===== src/rtl/uart_pkg.sv =====
// uart_pkg
// Definitions shared by the UART transmitter and receiver blocks:
//   - parity mode encoding (PAR_NONE / PAR_ODD / PAR_EVEN)
//   - frame FSM state encoding
//   - parity_bit(): parity helper for a frame's data bits
package uart_pkg;

    localparam logic [1:0] PAR_NONE = 2'd0;
    localparam logic [1:0] PAR_ODD  = 2'd1;
    localparam logic [1:0] PAR_EVEN = 2'd2;

    typedef enum logic [2:0] {
        ST_IDLE   = 3'd0,
        ST_START  = 3'd1,
        ST_DATA   = 3'd2,
        ST_PARITY = 3'd3,
        ST_STOP   = 3'd4,
        ST_GAP    = 3'd5
    } uart_state_e;

    // Data narrower than 8 bits must arrive zero-extended, so the XOR
    // still covers only the real data bits.
    function automatic logic parity_bit(input logic [7:0] data, input logic [1:0] mode);
        logic even_s;
        even_s = ^data;
        case (mode)
            PAR_ODD:  parity_bit = ~even_s;
            PAR_EVEN: parity_bit = even_s;
            default:  parity_bit = 1'b0;
        endcase
    endfunction

endpackage


===== src/rtl/sync_fifo.sv =====
// sync_fifo
// Single-clock FIFO with registered status flags.
// Ports:
//   clk      in   clock, rising edge
//   rst      in   synchronous active-high reset (empties the FIFO)
//   wr_en    in   push wr_data; dropped when full unless a pop happens in the same cycle
//   wr_data  in   WIDTH-bit word to store
//   rd_en    in   pop the head word; ignored when empty
//   rd_data  out  head word (valid while empty=0)
//   full     out  DEPTH words held
//   empty    out  no words held
//   count    out  occupancy, 0..DEPTH
module sync_fifo #(
    parameter int WIDTH = 8,
    parameter int DEPTH = 8
) (
    input  logic                     clk,
    input  logic                     rst,
    input  logic                     wr_en,
    input  logic [WIDTH-1:0]         wr_data,
    input  logic                     rd_en,
    output logic [WIDTH-1:0]         rd_data,
    output logic                     full,
    output logic                     empty,
    output logic [$clog2(DEPTH):0]   count
);

    localparam int AW = $clog2(DEPTH);

    logic [WIDTH-1:0] mem_r [DEPTH];
    logic [AW-1:0]    wr_ptr_r;
    logic [AW-1:0]    rd_ptr_r;
    logic [AW:0]      count_r;
    logic [AW:0]      count_nxt_s;
    logic             full_r;
    logic             empty_r;
    logic             wr_ok_s;
    logic             rd_ok_s;

    // Qualify push/pop and compute the next occupancy.
    // A push into a full FIFO is legal when the head leaves in the same cycle.
    always_comb begin
        rd_ok_s     = rd_en & ~empty_r;
        wr_ok_s     = wr_en & (~full_r | rd_ok_s);
        count_nxt_s = count_r;
        if (wr_ok_s && !rd_ok_s) begin
            count_nxt_s = count_r + (AW+1)'(1'b1);
        end else if (!wr_ok_s && rd_ok_s) begin
            count_nxt_s = count_r - (AW+1)'(1'b1);
        end else begin
            count_nxt_s = count_r;
        end
    end

    // Storage write port; contents need no reset because count gates every read.
    always_ff @(posedge clk) begin
        if (wr_ok_s && !rst) begin
            mem_r[wr_ptr_r] <= wr_data;
        end
    end

    // Pointers, occupancy and registered flags.
    always_ff @(posedge clk) begin
        if (rst) begin
            wr_ptr_r <= {AW{1'b0}};
            rd_ptr_r <= {AW{1'b0}};
            count_r  <= {(AW+1){1'b0}};
            full_r   <= 1'b0;
            empty_r  <= 1'b1;
        end else begin
            wr_ptr_r <= wr_ok_s ? wr_ptr_r + AW'(1'b1) : wr_ptr_r;
            rd_ptr_r <= rd_ok_s ? rd_ptr_r + AW'(1'b1) : rd_ptr_r;
            count_r  <= count_nxt_s;
            full_r   <= (count_nxt_s == (AW+1)'(DEPTH));
            empty_r  <= (count_nxt_s == {(AW+1){1'b0}});
        end
    end

    assign rd_data = mem_r[rd_ptr_r];
    assign full    = full_r;
    assign empty   = empty_r;
    assign count   = count_r;

endmodule


===== src/rtl/uart_tx_pkt.sv =====
// uart_tx_pkt
// Buffered UART transmitter: bytes are queued in a FIFO and sent as
// start / data (LSB first) / optional parity / stop bits, then an optional
// idle gap. Frames from a non-empty FIFO follow each other with no idle cycle.
// Ports:
//   clk       in   clock, rising edge
//   rst       in   synchronous active-high reset; aborts any frame, flushes FIFO
//   wr_en     in   queue wr_data this cycle
//   wr_data   in   DATA_BITS-wide word to send
//   tx        out  serial line, idle high (registered)
//   busy      out  frame or gap in progress (registered)
//   full      out  FIFO holds DEPTH entries (registered)
//   empty     out  FIFO holds no entries (registered)
//   count     out  FIFO occupancy (registered)
//   overflow  out  one-cycle pulse after a write was dropped (registered)
module uart_tx_pkt #(
    parameter int BAUD_END  = 433,
    parameter int DATA_BITS = 8,
    parameter int PARITY    = 0,
    parameter int STOP_BITS = 1,
    parameter int DEPTH     = 8,
    parameter int GAP_BITS  = 0
) (
    input  logic                     clk,
    input  logic                     rst,
    input  logic                     wr_en,
    input  logic [DATA_BITS-1:0]     wr_data,
    output logic                     tx,
    output logic                     busy,
    output logic                     full,
    output logic                     empty,
    output logic [$clog2(DEPTH):0]   count,
    output logic                     overflow
);

    import uart_pkg::*;

    localparam int BAUD_W = (BAUD_END > 0) ? $clog2(BAUD_END + 1) : 1;
    localparam int BIT_W  = 16;

    localparam logic [BAUD_W-1:0] BAUD_LAST = BAUD_W'(BAUD_END);
    localparam logic [BIT_W-1:0]  DATA_LAST = BIT_W'(DATA_BITS - 1);
    localparam logic [BIT_W-1:0]  STOP_LAST = BIT_W'(STOP_BITS - 1);
    localparam logic [BIT_W-1:0]  GAP_LAST  = BIT_W'((GAP_BITS > 0) ? GAP_BITS - 1 : 0);
    localparam logic [1:0]        PAR_MODE  = 2'(PARITY);

    uart_state_e            state_r, state_nxt_s;
    logic [BAUD_W-1:0]      baud_r, baud_nxt_s;
    logic [BIT_W-1:0]       bit_r, bit_nxt_s;
    logic [DATA_BITS-1:0]   shift_r, shift_nxt_s;
    logic                   par_r, par_nxt_s;
    logic                   tx_r, tx_nxt_s;
    logic                   busy_r, busy_nxt_s;
    logic                   overflow_r, overflow_nxt_s;
    logic                   bit_end_s;
    logic                   slot_free_s;
    logic                   pop_s;

    logic [DATA_BITS-1:0]   fifo_dout_s;
    logic                   fifo_full_s;
    logic                   fifo_empty_s;
    logic [$clog2(DEPTH):0] fifo_count_s;

    sync_fifo #(
        .WIDTH (DATA_BITS),
        .DEPTH (DEPTH)
    ) u_fifo (
        .clk     (clk),
        .rst     (rst),
        .wr_en   (wr_en),
        .wr_data (wr_data),
        .rd_en   (pop_s),
        .rd_data (fifo_dout_s),
        .full    (fifo_full_s),
        .empty   (fifo_empty_s),
        .count   (fifo_count_s)
    );

    assign bit_end_s = (baud_r == BAUD_LAST);

    // Next-state logic. tx_nxt_s is the value the line takes in the next
    // state, so tx changes on the same edge as the state register.
    // slot_free_s marks the point where a new frame may begin (idle, or end
    // of the last stop/gap bit); the FIFO head is popped right there.
    always_comb begin
        state_nxt_s    = state_r;
        baud_nxt_s     = baud_r + BAUD_W'(1'b1);
        bit_nxt_s      = bit_r;
        shift_nxt_s    = shift_r;
        par_nxt_s      = par_r;
        tx_nxt_s       = tx_r;
        slot_free_s    = 1'b0;
        pop_s          = 1'b0;

        case (state_r)
            ST_IDLE: begin
                baud_nxt_s  = {BAUD_W{1'b0}};
                slot_free_s = 1'b1;
            end
            ST_START: begin
                if (bit_end_s) begin
                    state_nxt_s = ST_DATA;
                    baud_nxt_s  = {BAUD_W{1'b0}};
                    bit_nxt_s   = {BIT_W{1'b0}};
                    tx_nxt_s    = shift_r[0];
                end else begin
                    state_nxt_s = ST_START;
                end
            end
            ST_DATA: begin
                if (bit_end_s) begin
                    baud_nxt_s = {BAUD_W{1'b0}};
                    if (bit_r == DATA_LAST) begin
                        bit_nxt_s = {BIT_W{1'b0}};
                        if (PAR_MODE != PAR_NONE) begin
                            state_nxt_s = ST_PARITY;
                            tx_nxt_s    = par_r;
                        end else begin
                            state_nxt_s = ST_STOP;
                            tx_nxt_s    = 1'b1;
                        end
                    end else begin
                        bit_nxt_s   = bit_r + BIT_W'(1'b1);
                        shift_nxt_s = {1'b0, shift_r[DATA_BITS-1:1]};
                        tx_nxt_s    = shift_r[1];
                    end
                end else begin
                    state_nxt_s = ST_DATA;
                end
            end
            ST_PARITY: begin
                if (bit_end_s) begin
                    state_nxt_s = ST_STOP;
                    baud_nxt_s  = {BAUD_W{1'b0}};
                    bit_nxt_s   = {BIT_W{1'b0}};
                    tx_nxt_s    = 1'b1;
                end else begin
                    state_nxt_s = ST_PARITY;
                end
            end
            ST_STOP: begin
                if (bit_end_s) begin
                    baud_nxt_s = {BAUD_W{1'b0}};
                    if (bit_r == STOP_LAST) begin
                        bit_nxt_s = {BIT_W{1'b0}};
                        if (GAP_BITS > 0) begin
                            state_nxt_s = ST_GAP;
                            tx_nxt_s    = 1'b1;
                        end else begin
                            slot_free_s = 1'b1;
                        end
                    end else begin
                        bit_nxt_s = bit_r + BIT_W'(1'b1);
                    end
                end else begin
                    state_nxt_s = ST_STOP;
                end
            end
            ST_GAP: begin
                if (bit_end_s) begin
                    baud_nxt_s = {BAUD_W{1'b0}};
                    if (bit_r == GAP_LAST) begin
                        bit_nxt_s   = {BIT_W{1'b0}};
                        slot_free_s = 1'b1;
                    end else begin
                        bit_nxt_s = bit_r + BIT_W'(1'b1);
                    end
                end else begin
                    state_nxt_s = ST_GAP;
                end
            end
            default: begin
                state_nxt_s = ST_IDLE;
                baud_nxt_s  = {BAUD_W{1'b0}};
                bit_nxt_s   = {BIT_W{1'b0}};
                tx_nxt_s    = 1'b1;
            end
        endcase

        if (slot_free_s) begin
            baud_nxt_s = {BAUD_W{1'b0}};
            bit_nxt_s  = {BIT_W{1'b0}};
            if (!fifo_empty_s) begin
                pop_s       = 1'b1;
                state_nxt_s = ST_START;
                shift_nxt_s = fifo_dout_s;
                par_nxt_s   = parity_bit(8'(fifo_dout_s), PAR_MODE);
                tx_nxt_s    = 1'b0;
            end else begin
                state_nxt_s = ST_IDLE;
                tx_nxt_s    = 1'b1;
            end
        end else begin
            pop_s = 1'b0;
        end

        busy_nxt_s     = (state_nxt_s != ST_IDLE);
        overflow_nxt_s = wr_en & fifo_full_s & ~pop_s;
    end

    // Frame state and registered line outputs.
    always_ff @(posedge clk) begin
        if (rst) begin
            state_r    <= ST_IDLE;
            baud_r     <= {BAUD_W{1'b0}};
            bit_r      <= {BIT_W{1'b0}};
            shift_r    <= {DATA_BITS{1'b0}};
            par_r      <= 1'b0;
            tx_r       <= 1'b1;
            busy_r     <= 1'b0;
            overflow_r <= 1'b0;
        end else begin
            state_r    <= state_nxt_s;
            baud_r     <= baud_nxt_s;
            bit_r      <= bit_nxt_s;
            shift_r    <= shift_nxt_s;
            par_r      <= par_nxt_s;
            tx_r       <= tx_nxt_s;
            busy_r     <= busy_nxt_s;
            overflow_r <= overflow_nxt_s;
        end
    end

    assign tx       = tx_r;
    assign busy     = busy_r;
    assign full     = fifo_full_s;
    assign empty    = fifo_empty_s;
    assign count    = fifo_count_s;
    assign overflow = overflow_r;

endmodule


===== config.mk =====
export PLATFORM = sky130hd
export DESIGN_NAME = uart_tx_pkt
export DESIGN_NICKNAME = d
export VERILOG_FILES = /design/src/rtl/uart_pkg.sv /design/src/rtl/sync_fifo.sv /design/src/rtl/uart_tx_pkt.sv
export SDC_FILE = /design/constraint.sdc
export NUM_CORES = 1
export LEC_CHECK = 0
export ABC_AREA = 1
export CORE_UTILIZATION = 35
export DETAILED_ROUTE_END_ITERATION = 8
export PLACE_DENSITY_LB_ADDON = 0.2
export SKIP_LAST_GASP = 1
export SLEW_MARGIN = 10
export SYNTH_ARGS = -nofsm -noshare
export SYNTH_HDL_FRONTEND = slang
export SYNTH_HIERARCHICAL = 1
export SYNTH_SLANG_ARGS = --single-unit

===== constraint.sdc =====
create_clock -name clk -period 7.61 [get_ports clk]
set_clock_uncertainty 0.15 [all_clocks]
set_input_delay 0.761 -clock clk [delete_from_list [all_inputs] [get_ports clk]]
set_output_delay 0.761 -clock clk [all_outputs]
set_load 0.01 [all_outputs]

==> impl_metrics.json, run 1 <==
{
  "cts.root.buffer_cell": "sky130_fd_sc_hd__clkbuf_16",
  "tns_ns": 0,
  "power_frac_clock_pct": 46.4,
  "yosys_register_bits": 118,
  "run_status": "finished, final reports clean",
  "num_rows": 45,
  "critPathMaxStageDelay_ns": 0.85,
  "reg2reg_depth": 13,
  "swShare_pct": 26.42,
  "worst-path-max-fanout": 12,
  "setup.worst_path.end_class": "flop",
  "netSwitchingPower_uw": 448.9,
  "routed_vias": 4241,
  "power.leakage_nw": 2.443,
  "max_slew_margin_pct": 25.66,
  "internal_power_mw": 1.251,
  "total_clock_sinks": 118,
  "floorplan.die.width_um": 127.7,
  "design.die.area_um2": 16320,
  "final_nets": 693,
  "layout.filler_cells": 1522,
  "hold_viol": 0,
  "remaining_drc_errors": 0,
  "die_h_um": 127.7,
  "worst-path-buf-inv": 3,
  "core_area_um2": 15310,
  "sequential_fraction_of_the_synthesis_area_pct": 54.26,
  "detailed_place_hpwl_um": 8546,
  "timing_worst_setup_path_type": "flop to flop",
  "cellPowerDensity_nw_per_um2": 261.5,
  "drt_pass1_iterations": 4,
  "layout_commonest_cell": "sky130_fd_sc_hd__nand2_1",
  "post_synth_num_cell_types": 36,
  "synth_fp_nets": 667,
  "layout.cells.most_common_list": "147 x sky130_fd_sc_hd__nand2_1, 126 x sky130_fd_sc_hd__nor2_1, 64 x sky130_fd_sc_hd__edfxtp_1, 54 x sky130_fd_sc_hd__dfxtp_1, 47 x sky130_fd_sc_hd__inv_1",
  "crit_cells": 13,
  "clock_path_buffers": 2,
  "final.period_utilization_pct": 48.06,
  "grt_setup_unrepaired": "no",
  "synthDominantCellAreaShare_pct": 34.73,
  "cp_data_required_time_ns": 7.49,
  "antenna_found_initial": 0,
  "clk_transition_reported_paths_ns": 0.05,
  "hold_path_class": "flop to flop",
  "synth_top_area_cell": "sky130_fd_sc_hd__edfxtp_1",
  "setup_viol": 0,
  "grt_pass1_vias": 4255,
  "grt_overflow": 0,
  "post-cts-setup-buffer-count": 0,
  "maxCapViolations": 0,
  "max_clock_freq_mhz": 273.4,
  "worstHoldPathCells": 1,
  "tritoncts.num_buffers": 17,
  "post_synth_inst_count": 648,
  "worstPathCellList": "ha_1, nand2_1, nor2_2, nand3_2, o21ai_4, nand2_2, clkinv_4, inv_2, nor2_2, o21ai_2, nor2_1, inv_2, nor3_1",
  "comb_power_share_pct": 11.2,
  "final_layout_size_suffix_gt1_share_pct": 9.753,
  "antenna_cells_inserted": 0,
  "slew_violations": 0,
  "track_usage_pct": 16.52,
  "final.min_clock_period_ns": 3.658,
  "postRouteAntennaNets": 0,
  "io-pin-count": 20,
  "flow.area_growth_from_synthesis_pct": 17.45,
  "place.port_buffers": 19,
  "grt_pass1_wl_um": 20600,
  "crit_family": "simple AND/OR/NAND/NOR gates",
  "tritoncts": "done",
  "worstPathArrival_ns": 3.54,
  "initial_drc_count": 263,
  "layout.core_utilization_pct": 42.44,
  "initial_standard_cell_utilization_of_the_core_pct": 36.14,
  "post_cts_resize_count": 0,
  "routed_via_density": 4.723,
  "cts.hold.buffers_added": 0,
  "postSynthAreaPerCell_um2": 8.540,
  "cts.htree.levels": 4,
  "max_slew.worst_pin.slew_ns": 1.107,
  "synthesis.area_um2": 5534,
  "drt-wirelength-per-cell_um": 13.65,
  "wirelength_um": 12260,
  "place_congestion": 0.8299,
  "grt_start_max_net_pins": 34,
  "sequentialPowerShare_pct": 42.4,
  "clock_insertion_delay_at_the_later_pin_of_the_skew_report_ns": 0.42,
  "yosysWarnings": 6,
  "crit_path_top_delay_cell": "sky130_fd_sc_hd__nor3_1",
  "post_synth_main_area_contributors": "sky130_fd_sc_hd__edfxtp_1 35%, sky130_fd_sc_hd__dfxtp_1 20%, sky130_fd_sc_hd__nand2_1 10%, sky130_fd_sc_hd__nor2_1 8.5%, sky130_fd_sc_hd__o21ai_0 3.8%",
  "vdd_ir_drop_max_mv": 0.1620,
  "critPathLaunchType": "flop"
}
[area by class of cell]
cell class	count	area, µm²	area share, %
multi-input combinational	461	2240	34.46
timing repair buffer	20	197.7	3.041
clock inverter	14	151.4	2.329
clock buffer	18	429.2	6.603
tap	211	264.0	4.062
sequential	118	3003	46.20
inverter	56	215.2	3.311
[layer usage]
metal  GRT usage [%]  vias up  wire, µm
li1                -     2194         -
met1           19.35     1963      5526
met2           28.87       64      6114
met3           4.007       20       393
met4           6.851        0       222
met5               0        -         0
[power by group through the flow]
stage	registers [mW]	logic, mW	clock network (mW)
final	0.720	0.191	0.789
after CTS	0.720	0.192	0.806
after detailed placement	0.733	0.191	0
after global routing	0.724	0.219	0.833
after global placement	0.733	0.190	0
after floorplan	0.729	0.133	0
[stage by stage]
| step | hold slack, ns | cell area (µm²) | cells | power [mW] | worst slack, ns |
|---|---|---|---|---|---|
| 5_1_grt | 0.3556 | 6500 | 898 | 1.776 | 3.602 |
| 3_5_place_dp | 0.3094 | 5914 | 866 | 0.9243 | 3.880 |
| 3_3_place_gp | 0.2997 | 5914 | 866 | 0.9231 | 4.043 |
| 2_1_floorplan | 0.2834 | 5534 | 648 | 0.8615 | 4.711 |
| 6_report | 0.3279 | 6500 | 898 | 1.699 | 3.952 |
| 4_1_cts | 0.3262 | 6495 | 898 | 1.718 | 3.861 |
[worst register-to-register path, cell delays in order, from the launching register on]
cell and delay [ns]:
sky130_fd_sc_hd__dfxtp_1 0.37, sky130_fd_sc_hd__ha_1 0.18, sky130_fd_sc_hd__nand2_1 0.08, sky130_fd_sc_hd__nor2_2 0.17, sky130_fd_sc_hd__nand3_2 0.12, sky130_fd_sc_hd__o21ai_4 0.38
sky130_fd_sc_hd__nand2_2 0.18, sky130_fd_sc_hd__clkinv_4 0.13, sky130_fd_sc_hd__inv_2 0.04, sky130_fd_sc_hd__nor2_2 0.17, sky130_fd_sc_hd__o21ai_2 0.13, sky130_fd_sc_hd__nor2_1 0.21
sky130_fd_sc_hd__inv_2 0.10, sky130_fd_sc_hd__nor3_1 0.85
[cell families (layout without fill, tap and decap cells)]
| group | Yosys count | after routing | share of synthesized area (%) |
|---|---|---|---|
| simple gates | 369 | 369 | 29.57 |
| flops | 118 | 118 | 54.26 |
| compound gates | 72 | 72 | 7.099 |
| buf+inv | 69 | 108 | 5.358 |
| xor+xnor | 12 | 12 | 1.899 |
| fa+ha+maj | 8 | 8 | 1.809 |
[synthesized netlist by cell type, drive strengths merged]
cell and count:
nor4 1, nand2 156, clkinv 2, a21oi 20, nand3 41, xor2 10, nand4 15, inv 54
clkbuf 1, o21ai 44, and3 1, edfxtp 64, nor3 9, dfxtp 54, xnor2 2, nand3b 9
a31oi 8, nor2 134, or2 3, buf 12, ha 8
[final timing paths]
check	from	to	slack [ns]
setup / recovery	baud_r[0]$_SDFF_PP0_	u_fifo/mem_r[2][4]$_DFFE_PP_	3.95
hold / removal	baud_r[0]$_SDFF_PP0_	baud_r[0]$_SDFF_PP0_	0.33
setup reg to reg	baud_r[0]$_SDFF_PP0_	u_fifo/mem_r[2][4]$_DFFE_PP_	3.95
hold reg to reg	baud_r[0]$_SDFF_PP0_	baud_r[0]$_SDFF_PP0_	0.33
[state kept, by name, indices dropped and copies added (netlist names), named ones only]
signal / flops
u_fifo/full: 1
u_fifo/rd_ptr_r: 3
baud_r: 9
u_fifo/wr_ptr_r: 3
u_fifo/mem_r: 64
bit_r: 16
u_fifo/empty: 1
tx: 1
shift_r: 8
overflow: 1
state_r: 3
busy: 1
u_fifo/count: 4
No activity file was read; power rests on OpenSTA's default activity.
==> run 2, diff against run 1 <==
==> constraint.sdc (replaced) <==
create_clock -name clk -period 3.4 [get_ports clk]
set_clock_uncertainty 0.15 [all_clocks]
set_input_delay 0.34 -clock clk [delete_from_list [all_inputs] [get_ports clk]]
set_output_delay 0.34 -clock clk [all_outputs]
set_load 0.01 [all_outputs]
==> run 2 against run 1 <==
Via count is 2.6% higher. Cell count is 1.0% higher. Worst setup slack got worse by 3.4 ns. Sequential power is 120% higher. Hold slack got worse by 0.0091 ns. Fmax is 26% higher. Cell area increased by 1.9%. Die area is the same. Combinational power rose by 130%. Critical path depth rose by 1. Largest power group unchanged. Highest routed layer unchanged.
==> impl_metrics.json, run 2 (synthesized netlist as in run 1, its figures left out) <==
{
  "run_status": "finished, final reports clean",
  "maxCapViolations": 0,
  "setup_viol": 0,
  "holdPathEnd": "baud_r[0]$_SDFF_PP0_",
  "hold_viol": 0,
  "grt_setup_unrepaired": "no",
  "tritoncts": "done",
  "design.die.area_um2": 16320,
  "ff_latch_area_um2": 3003,
  "timing.rr.start": "baud_r[0]$_SDFF_PP0_",
  "biggestRegsByFlops": "u_fifo/mem_r: 64 flops, bit_r: 16 flops, baud_r: 9 flops",
  "final_layout_size_suffix_gt1_share_pct": 11.06,
  "remaining_drc_errors": 0,
  "final_critical_path_setup_slack_ns": 0.5067,
  "reg2reg_depth": 14,
  "cellPowerDensity_nw_per_um2": 602.8,
  "grt_overflow": 0,
  "io-pin-count": 20,
  "routed_vias": 4352,
  "final_nets": 702,
  "timing_worst_setup_path_type": "flop to flop",
  "worstPathArrival_ns": 2.87,
  "detailed_place_hpwl_um": 8868,
  "antenna_cells_inserted": 0,
  "worstPathCellList": "ha_1, nand2_1, nor2_2, nand3_2, o21ai_4, nand2_2, clkinv_4, inv_2, nor2_2, o21ai_2, nor2_1, nand2_1, nor2_1, buf_4",
  "min_from": "baud_r[0]$_SDFF_PP0_",
  "worst-path-buf-inv": 3,
  "max_slew_margin_pct": 42.96,
  "clock_path_buffers": 2,
  "clk_transition_reported_paths_ns": 0.06,
  "tritoncts.num_buffers": 17,
  "place_congestion": 0.8381,
  "layout_commonest_cell": "sky130_fd_sc_hd__nand2_1",
  "critPathLaunchType": "flop",
  "initial_standard_cell_utilization_of_the_core_pct": 36.14,
  "max_clock_freq_mhz": 345.6,
  "final.min_clock_period_ns": 2.893,
  "crit_family": "simple AND/OR/NAND/NOR gates",
  "largest_register_ff_count": 64,
  "layout.cells.most_common_list": "147 x sky130_fd_sc_hd__nand2_1, 126 x sky130_fd_sc_hd__nor2_1, 64 x sky130_fd_sc_hd__edfxtp_1, 54 x sky130_fd_sc_hd__dfxtp_1, 47 x sky130_fd_sc_hd__inv_1",
  "floorplan.die.width_um": 127.7,
  "place_ws_ns": 0.5406,
  "core_area_um2": 15310,
  "layout.filler_cells": 1520,
  "placement.cell_area_um2": 5982,
  "routed_via_density": 4.798,
  "place.port_buffers": 19,
  "total_clock_sinks": 118,
  "setup.worst_path.end_class": "flop",
  "flow.area_growth_from_synthesis_pct": 19.65,
  "hold_path_class": "flop to flop",
  "cts.htree.levels": 4,
  "crit_cells": 14,
  "wirelength_um": 12730,
  "cp_data_required_time_ns": 3.38,
  "worstHoldPathCells": 1,
  "r2r_setup_slack_ns": 0.51,
  "cts.hold.buffers_added": 0,
  "postRouteAntennaNets": 0,
  "track_usage_pct": 16.95,
  "layout.cells.non_filler": 907,
  "max_slew.worst_pin.slew_ns": 0.8546,
  "vdd_ir_drop_max_mv": 0.3941,
  "die_h_um": 127.7,
  "power.leakage_nw": 2.519,
  "drt_pass1_iterations": 6,
  "crit_path_top_delay_cell": "sky130_fd_sc_hd__dfxtp_1",
  "cts.root.buffer_cell": "sky130_fd_sc_hd__clkbuf_16",
  "top_register": "u_fifo/mem_r",
  "critPathMaxStageDelay_ns": 0.37,
  "critical_path.reg2reg.endpoint": "u_fifo/mem_r[7][5]$_DFFE_PP_",
  "area_occupied_by_multi_input_gates_um2": 2235,
  "slew_violations": 0,
  "tns_ns": 0,
  "grt_pass1_vias": 4232,
  "post-cts-setup-buffer-count": 0,
  "worst-path-max-fanout": 10,
  "num_rows": 45,
  "antenna_found_initial": 0,
  "clock_insertion_delay_at_the_later_pin_of_the_skew_report_ns": 0.42,
  "layout.cell_area.non_filler_um2": 6621,
  "final.period_utilization_pct": 85.10,
  "initial_drc_count": 370,
  "drt-wirelength-per-cell_um": 14.03,
  "grt_start_max_net_pins": 33,
  "post_cts_resize_count": 0,
  "post-place-cells": 875,
  "grt_pass1_wl_um": 21020
}
run 2: metal layers:
metal | wire [µm] | GRT usage, % | vias to the layer above | share of wire (%)
met2 | 6218 | 28.52 | 83 | 49
met5 | 0 | 0 | - | 0
met1 | 5879 | 20.88 | 2033 | 46
met3 | 473 | 4.925 | 18 | 3.7
met4 | 158 | 5.467 | 0 | 1.2
li1 | - | - | 2218 | -
run 2: how the worst max path moves through the flow:
stage,end,from
CTS,u_fifo/mem_r[7][7]$_DFFE_PP_,baud_r[0]$_SDFF_PP0_
global route,u_fifo/mem_r[7][3]$_DFFE_PP_,baud_r[0]$_SDFF_PP0_
global placement,u_fifo/mem_r[4][5]$_DFFE_PP_,baud_r[0]$_SDFF_PP0_
floorplan,u_fifo/mem_r[0][0]$_DFFE_PP_,baud_r[0]$_SDFF_PP0_
detailed placement,u_fifo/mem_r[7][1]$_DFFE_PP_,baud_r[0]$_SDFF_PP0_
finish,u_fifo/mem_r[7][5]$_DFFE_PP_,baud_r[0]$_SDFF_PP0_
run 2: per-stage QoR:
stage | hold WS [ns] | utilization (%) | total power [mW]
3_5_place_dp | 0.3072 | 39.06 | 2.079
5_1_grt | 0.3504 | 43.24 | 4.165
4_1_cts | 0.3204 | 43.24 | 4.031
2_1_floorplan | 0.2591 | - | 1.928
6_report | 0.3187 | 43.24 | 3.991
3_3_place_gp | 0.2989 | 39.06 | 2.076
run 2: power by group:
| part | switching (mW) | internal, mW |
|---|---|---|
| logic | 0.281 | 0.157 |
| registers | 0.0480 | 1.56 |
| clock network | 0.698 | 1.25 |
run 2: layout make-up:
cell class	count	share of cell area [%]
clock inverter	15	3.231
sequential	118	45.35
tap	211	3.987
clock buffer	17	6.425
inverter	56	3.250
timing repair buffer	29	4.006
multi-input combinational	461	33.75
